File: src/rtl/satarx_deframer.sv
// rtl/satarx_deframer.sv - SATA receive deframer: strips SOF/EOF primitives and emits payload words with TLAST
// Optional macro SATARX_CRC_STRIP_EN: hold two pending words and drop the trailing CRC word on EOF.
module satarx_deframer #(
   parameter logic [32:0] P_SOF        = 33'h1_7cb5_3737,
   parameter logic [32:0] P_EOF        = 33'h1_7cb5_d5d5,
   parameter logic        OPT_LOWPOWER = 1'b0
) (
   input  logic        S_AXI_ACLK,
   input  logic        S_AXI_ARESETN,
   input  logic        S_AXIS_TVALID,
   output logic        S_AXIS_TREADY,
   input  logic [32:0] S_AXIS_TDATA,
   output logic        M_AXIS_TVALID,
   input  logic        M_AXIS_TREADY,
   output logic [31:0] M_AXIS_TDATA,
   output logic        M_AXIS_TLAST,
   output logic        o_err
);

   localparam logic [1:0] S_IDLE  = 2'd0;
   localparam logic [1:0] S_FIRST = 2'd1;
   localparam logic [1:0] S_DATA  = 2'd2;

   logic [1:0]  r_state;
   logic [31:0] r_pend0;
   logic        r_mvalid;
   logic [31:0] r_mdata;
   logic        r_mlast;
   logic        r_err;
`ifdef SATARX_CRC_STRIP_EN
   logic [31:0] r_pend1;
   logic        r_two;
   logic [31:0] w_pend1_nx;
   logic        w_two_nx;
`endif

   logic        w_sready;
   logic        w_accept;
   logic        w_prim;
   logic        w_sof;
   logic        w_eof;
   logic [1:0]  w_state_nx;
   logic [31:0] w_pend0_nx;
   logic        w_load;
   logic [31:0] w_ld_data;
   logic        w_ld_last;
   logic        w_err;

   assign w_sready = !r_mvalid || M_AXIS_TREADY;
   assign w_accept = S_AXIS_TVALID && w_sready;
   assign w_prim   = S_AXIS_TDATA[32];
   assign w_sof    = (S_AXIS_TDATA == P_SOF);
   assign w_eof    = (S_AXIS_TDATA == P_EOF);

   always_comb begin
      w_state_nx = r_state;
      w_pend0_nx = r_pend0;
      w_load     = 1'b0;
      w_ld_data  = r_pend0;
      w_ld_last  = 1'b0;
      w_err      = 1'b0;
`ifdef SATARX_CRC_STRIP_EN
      w_pend1_nx = r_pend1;
      w_two_nx   = r_two;
`endif
      case (r_state)
         S_IDLE: begin
            if (w_accept && !w_prim)
               w_err = 1'b1;
            else if (w_accept && w_sof)
               w_state_nx = S_FIRST;
         end
         S_FIRST: begin
            if (w_accept && !w_prim) begin
               w_pend0_nx = S_AXIS_TDATA[31:0];
`ifdef SATARX_CRC_STRIP_EN
               w_two_nx   = 1'b0;
`endif
               w_state_nx = S_DATA;
            end else if (w_accept && w_sof) begin
               w_err = 1'b1;
            end else if (w_accept && w_eof) begin
               w_err      = 1'b1;
               w_state_nx = S_IDLE;
            end
         end
         S_DATA: begin
`ifdef SATARX_CRC_STRIP_EN
            // The newest word may be the CRC, so output trails input by two words.
            if (w_accept && !w_prim) begin
               if (r_two) begin
                  w_load     = 1'b1;
                  w_pend0_nx = r_pend1;
               end
               w_pend1_nx = S_AXIS_TDATA[31:0];
               w_two_nx   = 1'b1;
            end else if (w_accept && w_sof) begin
               w_load     = r_two;
               w_ld_last  = 1'b1;
               w_err      = 1'b1;
               w_two_nx   = 1'b0;
               w_state_nx = S_FIRST;
            end else if (w_accept && w_eof) begin
               w_load     = r_two;
               w_ld_last  = 1'b1;
               w_err      = !r_two;
               w_two_nx   = 1'b0;
               w_state_nx = S_IDLE;
            end
`else
            if (w_accept && !w_prim) begin
               w_load     = 1'b1;
               w_pend0_nx = S_AXIS_TDATA[31:0];
            end else if (w_accept && w_sof) begin
               w_load     = 1'b1;
               w_ld_last  = 1'b1;
               w_err      = 1'b1;
               w_state_nx = S_FIRST;
            end else if (w_accept && w_eof) begin
               w_load     = 1'b1;
               w_ld_last  = 1'b1;
               w_state_nx = S_IDLE;
            end
`endif
         end
         default: w_state_nx = S_IDLE;
      endcase
   end

   always_ff @(posedge S_AXI_ACLK or negedge S_AXI_ARESETN) begin
      if (!S_AXI_ARESETN) begin
         r_state  <= S_IDLE;
         r_pend0  <= 32'd0;
         r_mvalid <= 1'b0;
         r_mdata  <= 32'd0;
         r_mlast  <= 1'b0;
         r_err    <= 1'b0;
`ifdef SATARX_CRC_STRIP_EN
         r_pend1  <= 32'd0;
         r_two    <= 1'b0;
`endif
      end else begin
         r_state <= w_state_nx;
         r_pend0 <= w_pend0_nx;
         r_err   <= w_err;
`ifdef SATARX_CRC_STRIP_EN
         r_pend1 <= w_pend1_nx;
         r_two   <= w_two_nx;
`endif
         if (w_load) begin
            r_mvalid <= 1'b1;
            r_mdata  <= w_ld_data;
            r_mlast  <= w_ld_last;
         end else if (M_AXIS_TREADY) begin
            r_mvalid <= 1'b0;
            if (OPT_LOWPOWER) begin
               r_mdata <= 32'd0;
               r_mlast <= 1'b0;
            end
         end
      end
   end

   assign S_AXIS_TREADY = w_sready;
   assign M_AXIS_TVALID = r_mvalid;
   assign M_AXIS_TDATA  = r_mdata;
   assign M_AXIS_TLAST  = r_mlast;
   assign o_err         = r_err;

endmodule

File: config.mk
export PLATFORM = sky130hd
export DESIGN_NAME = satarx_deframer
export DESIGN_NICKNAME = d
export VERILOG_FILES = /design/src/rtl/satarx_deframer.sv
export SDC_FILE = /design/constraint.sdc
export NUM_CORES = 1
export LEC_CHECK = 0
export ABC_CLOCK_PERIOD_IN_PS = 2800
export CAP_MARGIN = 10
export CORE_MARGIN = 5
export CORE_UTILIZATION = 48
export CTS_CLUSTER_SIZE = 14
export DETAILED_ROUTE_END_ITERATION = 8
export GPL_TIMING_DRIVEN = 0
export HOLD_SLACK_MARGIN = 0.02
export PLACE_DENSITY_LB_ADDON = 0.15
export RECOVER_POWER = 100
export SLEW_MARGIN = 10
export SYNTH_ARGS = -nofsm -noshare
export SYNTH_HDL_FRONTEND = slang
export SYNTH_SLANG_ARGS = --single-unit
File: constraint.sdc
create_clock -name S_AXI_ACLK -period 2.8 [get_ports S_AXI_ACLK]
set_input_delay 0.56 -clock S_AXI_ACLK [delete_from_list [all_inputs] [get_ports S_AXI_ACLK]]
set_output_delay 0.56 -clock S_AXI_ACLK [all_outputs]
set_load 0.005 [all_outputs]
==> impl_metrics.tcl <==
set metrics [dict create \
    run_status "finished with violations" \
    violations "capacitance limit, slew limit" \
    yosysTopAreaCell "dfrtp_1" \
    detail_route.iter0.violations 58 \
    ys_seq_elements 69 \
    seqCellArea_um2 1730 \
    maxSlewHeadroom_pct -17.1 \
    syn-mean-instance-area_um2 14.9 \
    layout_commonest_cell "dfrtp_1" \
    io_pins 73 \
    ys_dominant_reg_cell "dfrtp_1" \
    clock_tree.htree_level_count 3 \
    globalRouteTotalUtil_pct 17.8 \
    fill_cells 461 \
    core.rowCount 28 \
    timing_worst_setup_path_type "input pin to flop" \
    most_frequent_cells_in_the_layout "69 x dfrtp_1, 62 x mux2_2, 36 x dlygate4sd3_1" \
    cp_arrival_ns 2.92 \
    signed_area_change_from_the_synthesized_netlist_to_the_final_layout_pct 35.9 \
    grt_antenna_before_repair 0 \
    min-delay-path-class "flop to flop" \
    vdd_drop_max_mv 0.330 \
    postCtsHoldBufs 0 \
    critical_path_required_ns 3.02 \
    synth_async_sr_flop_share_pct 100 \
    finalWeightedCongestion 0.791 \
    top_cells_by_area_in_the_synthesized_netlist "dfrtp_1 59%, mux2_2 24%, ha_1 1.7%" \
    critical_path.max_fanout 10 \
    tritoncts "yes" \
    cts_buffers 9 \
    post-synth-top-area-fraction_pct 59.0 \
    place.port_buffers 72 \
    start_util_pct 49.4 \
    y_dimension_of_the_die_um 88.1 \
    tritoncts_num_sinks 69 \
    fin_nets 323 \
    grt_max_degree 39 \
    synthCells 197 \
    skew_ns 0.00376 \
    kind_of_launch_point_of_the_worst_setup_path "input pin" \
    grt_first_pass_wirelength_um 10400 \
    number_of_enable_flip_flop_cells_after_synthesis 0 \
    report.final.slew_viol_count 32 \
    synthDistinctLibCells 37 \
    synth_seq_area_share_pct 59.0 \
    detail_route.first_pass.iterations 4 \
    p_per_area_nw_per_um2 499 \
    drv.max_cap_violation_count 1 \
    first_global_vias 2054 \
    hold_violations 0 \
    clock_pin_transition_on_the_worst_setup_and_hold_timing_paths_ns 0.07 \
    via_per_inst 5.28 \
    drcViolationCount 0 \
    detail_route.wl_per_cell_um 17.2 \
    antennaDiodeCount 0 \
    final.period_utilization_pct 96.1 \
    multi_input_comb_area_um2 1120 \
    synth_area_um2 2930 \
    dieArea_um2 7760 \
    drt-total-wl_um 6230 \
    route.vias.total 1910 \
    detailed_place_hpwl_um 4570 \
    hold_slack_ns 0.501 \
    ctsLongestPathBuffers 2 \
    mappedNetlistNets 238 \
    die-width_um 88.1 \
    global_route.overflow_total 0 \
    finalCoreUtilization_pct 67.2 \
    cts.root.buffer_cell "clkbuf_8" \
    antenna_left 0 \
    finalSetupViolations 0 \
    synth-warning-count 0 \
    clkLatencyLatePin_ns 0.34 \
    max_freq_mhz 371 \
    p_leak_uw 0.00201 \
    tightest_slew_ns 1.76 \
    final_layout_size_suffix_gt1_share_pct 32.8 \
    floorplan.core_area_um2 5920 \
    final_period_minus_worst_setup_slack_ns 2.69 \
    end_kind "flop" \
]
==> cells in the mapped netlist, drive strengths merged, types with 3 or more instances <==
library cell and number:
mux2 64, a21oi 3, or4 4, dfrtp 69, nand2 5, inv 5, buf 7, ha 4
nand4 4, nor2 4
==> sequential cells by signal, indices dropped and copies added (netlist names) <==
register and flops:
r_pend0 32, M_AXIS_TLAST 1, M_AXIS_TVALID 1, M_AXIS_TDATA 32
o_err 1, r_state 2
==> worst paths after layout <==
| path | cells past startpoint | to | slack, ns | startpoint |
|---|---|---|---|---|
| min | 1 | M_AXIS_TDATA[5] | 0.50 | M_AXIS_TDATA[5] |
| min reg2reg | 1 | M_AXIS_TDATA[5] | 0.50 | M_AXIS_TDATA[5] |
| max reg2reg | 6 | r_pend0[5] | 0.52 | M_AXIS_TVALID |
| max in group asynchronous | 1 | r_state[1] | 1.10 | S_AXI_ARESETN |
| min in group asynchronous | 1 | M_AXIS_TDATA[2] | 0.68 | S_AXI_ARESETN |
| max | 8 | M_AXIS_TDATA[2] | 0.11 | S_AXIS_TDATA[17] |
==> worst max-delay path, stage by stage <==
cell	delay, ns
clkdlybuf4s50_1	0.43
nand4bb_1	0.19
or4_1	0.52
buf_4	0.18
a2111oi_4	0.40
o21ai_4	0.16
buf_8	0.17
mux2_4	0.30
==> metal layers <==
layer | GRT usage [%] | wire length [um] | share of wire, %
met5 | 0 | 0 | 0
met4 | 6.18 | 63 | 1.0
met3 | 5.27 | 347 | 5.6
met2 | 27.9 | 3110 | 50
met1 | 23.7 | 2710 | 44
==> final cells by class <==
class	count	share of cell area, %
clock buffers	12	3.65
inverters	5	0.472
multi-input cells	114	28.3
flip-flops and latches	69	43.4
plain buffers	8	1.79
well taps	75	2.36
clock inverters	4	1.20
repair buffers	75	18.8
==> kinds of logic after synthesis <==
kind of cell | count (synthesis) | share of synthesized area [%]
AOI/OAI and AO/OA | 17 | 4.96
adders and majority gates | 4 | 1.71
buffers and inverters | 14 | 2.99
DFF | 69 | 59.0
muxes | 64 | 24.9
and+or+nand+nor | 29 | 6.46
==> through the flow <==
| step | TNS [ns] | instance area, um2 | total power (uW) | worst slack (ns) | cells |
|---|---|---|---|---|---|
| after global placement | -92.57 | 3740 | 1210 | -1.15 | 344 |
| after CTS | 0 | 3960 | 2010 | 0.00387 | 361 |
| after detailed placement | -15.72 | 3760 | 1210 | -0.352 | 345 |
| after floorplan | 0 | 2930 | 1120 | 0.324 | 197 |
| after global routing | -0.00149 | 3980 | 2070 | -0.00149 | 362 |
| final | 0 | 3980 | 1980 | 0.108 | 362 |
==> repair_timing <==
item | CTS | global route
pin swaps | 0 | 2
gates cloned | 0 | 0
resized for setup | 1 | 4
setup endpoints to repair | 1 | 31
setup buffers | 0 | 2
==> where the power goes <==
part	internal (uW)	leakage, uW	total (uW)	switching (uW)
combinational	83.6	0.000950	134	50.4
sequential	1040	0.000963	1060	19.1
clock	433	0.0000964	791	358
(Power assumes the default switching activity.)
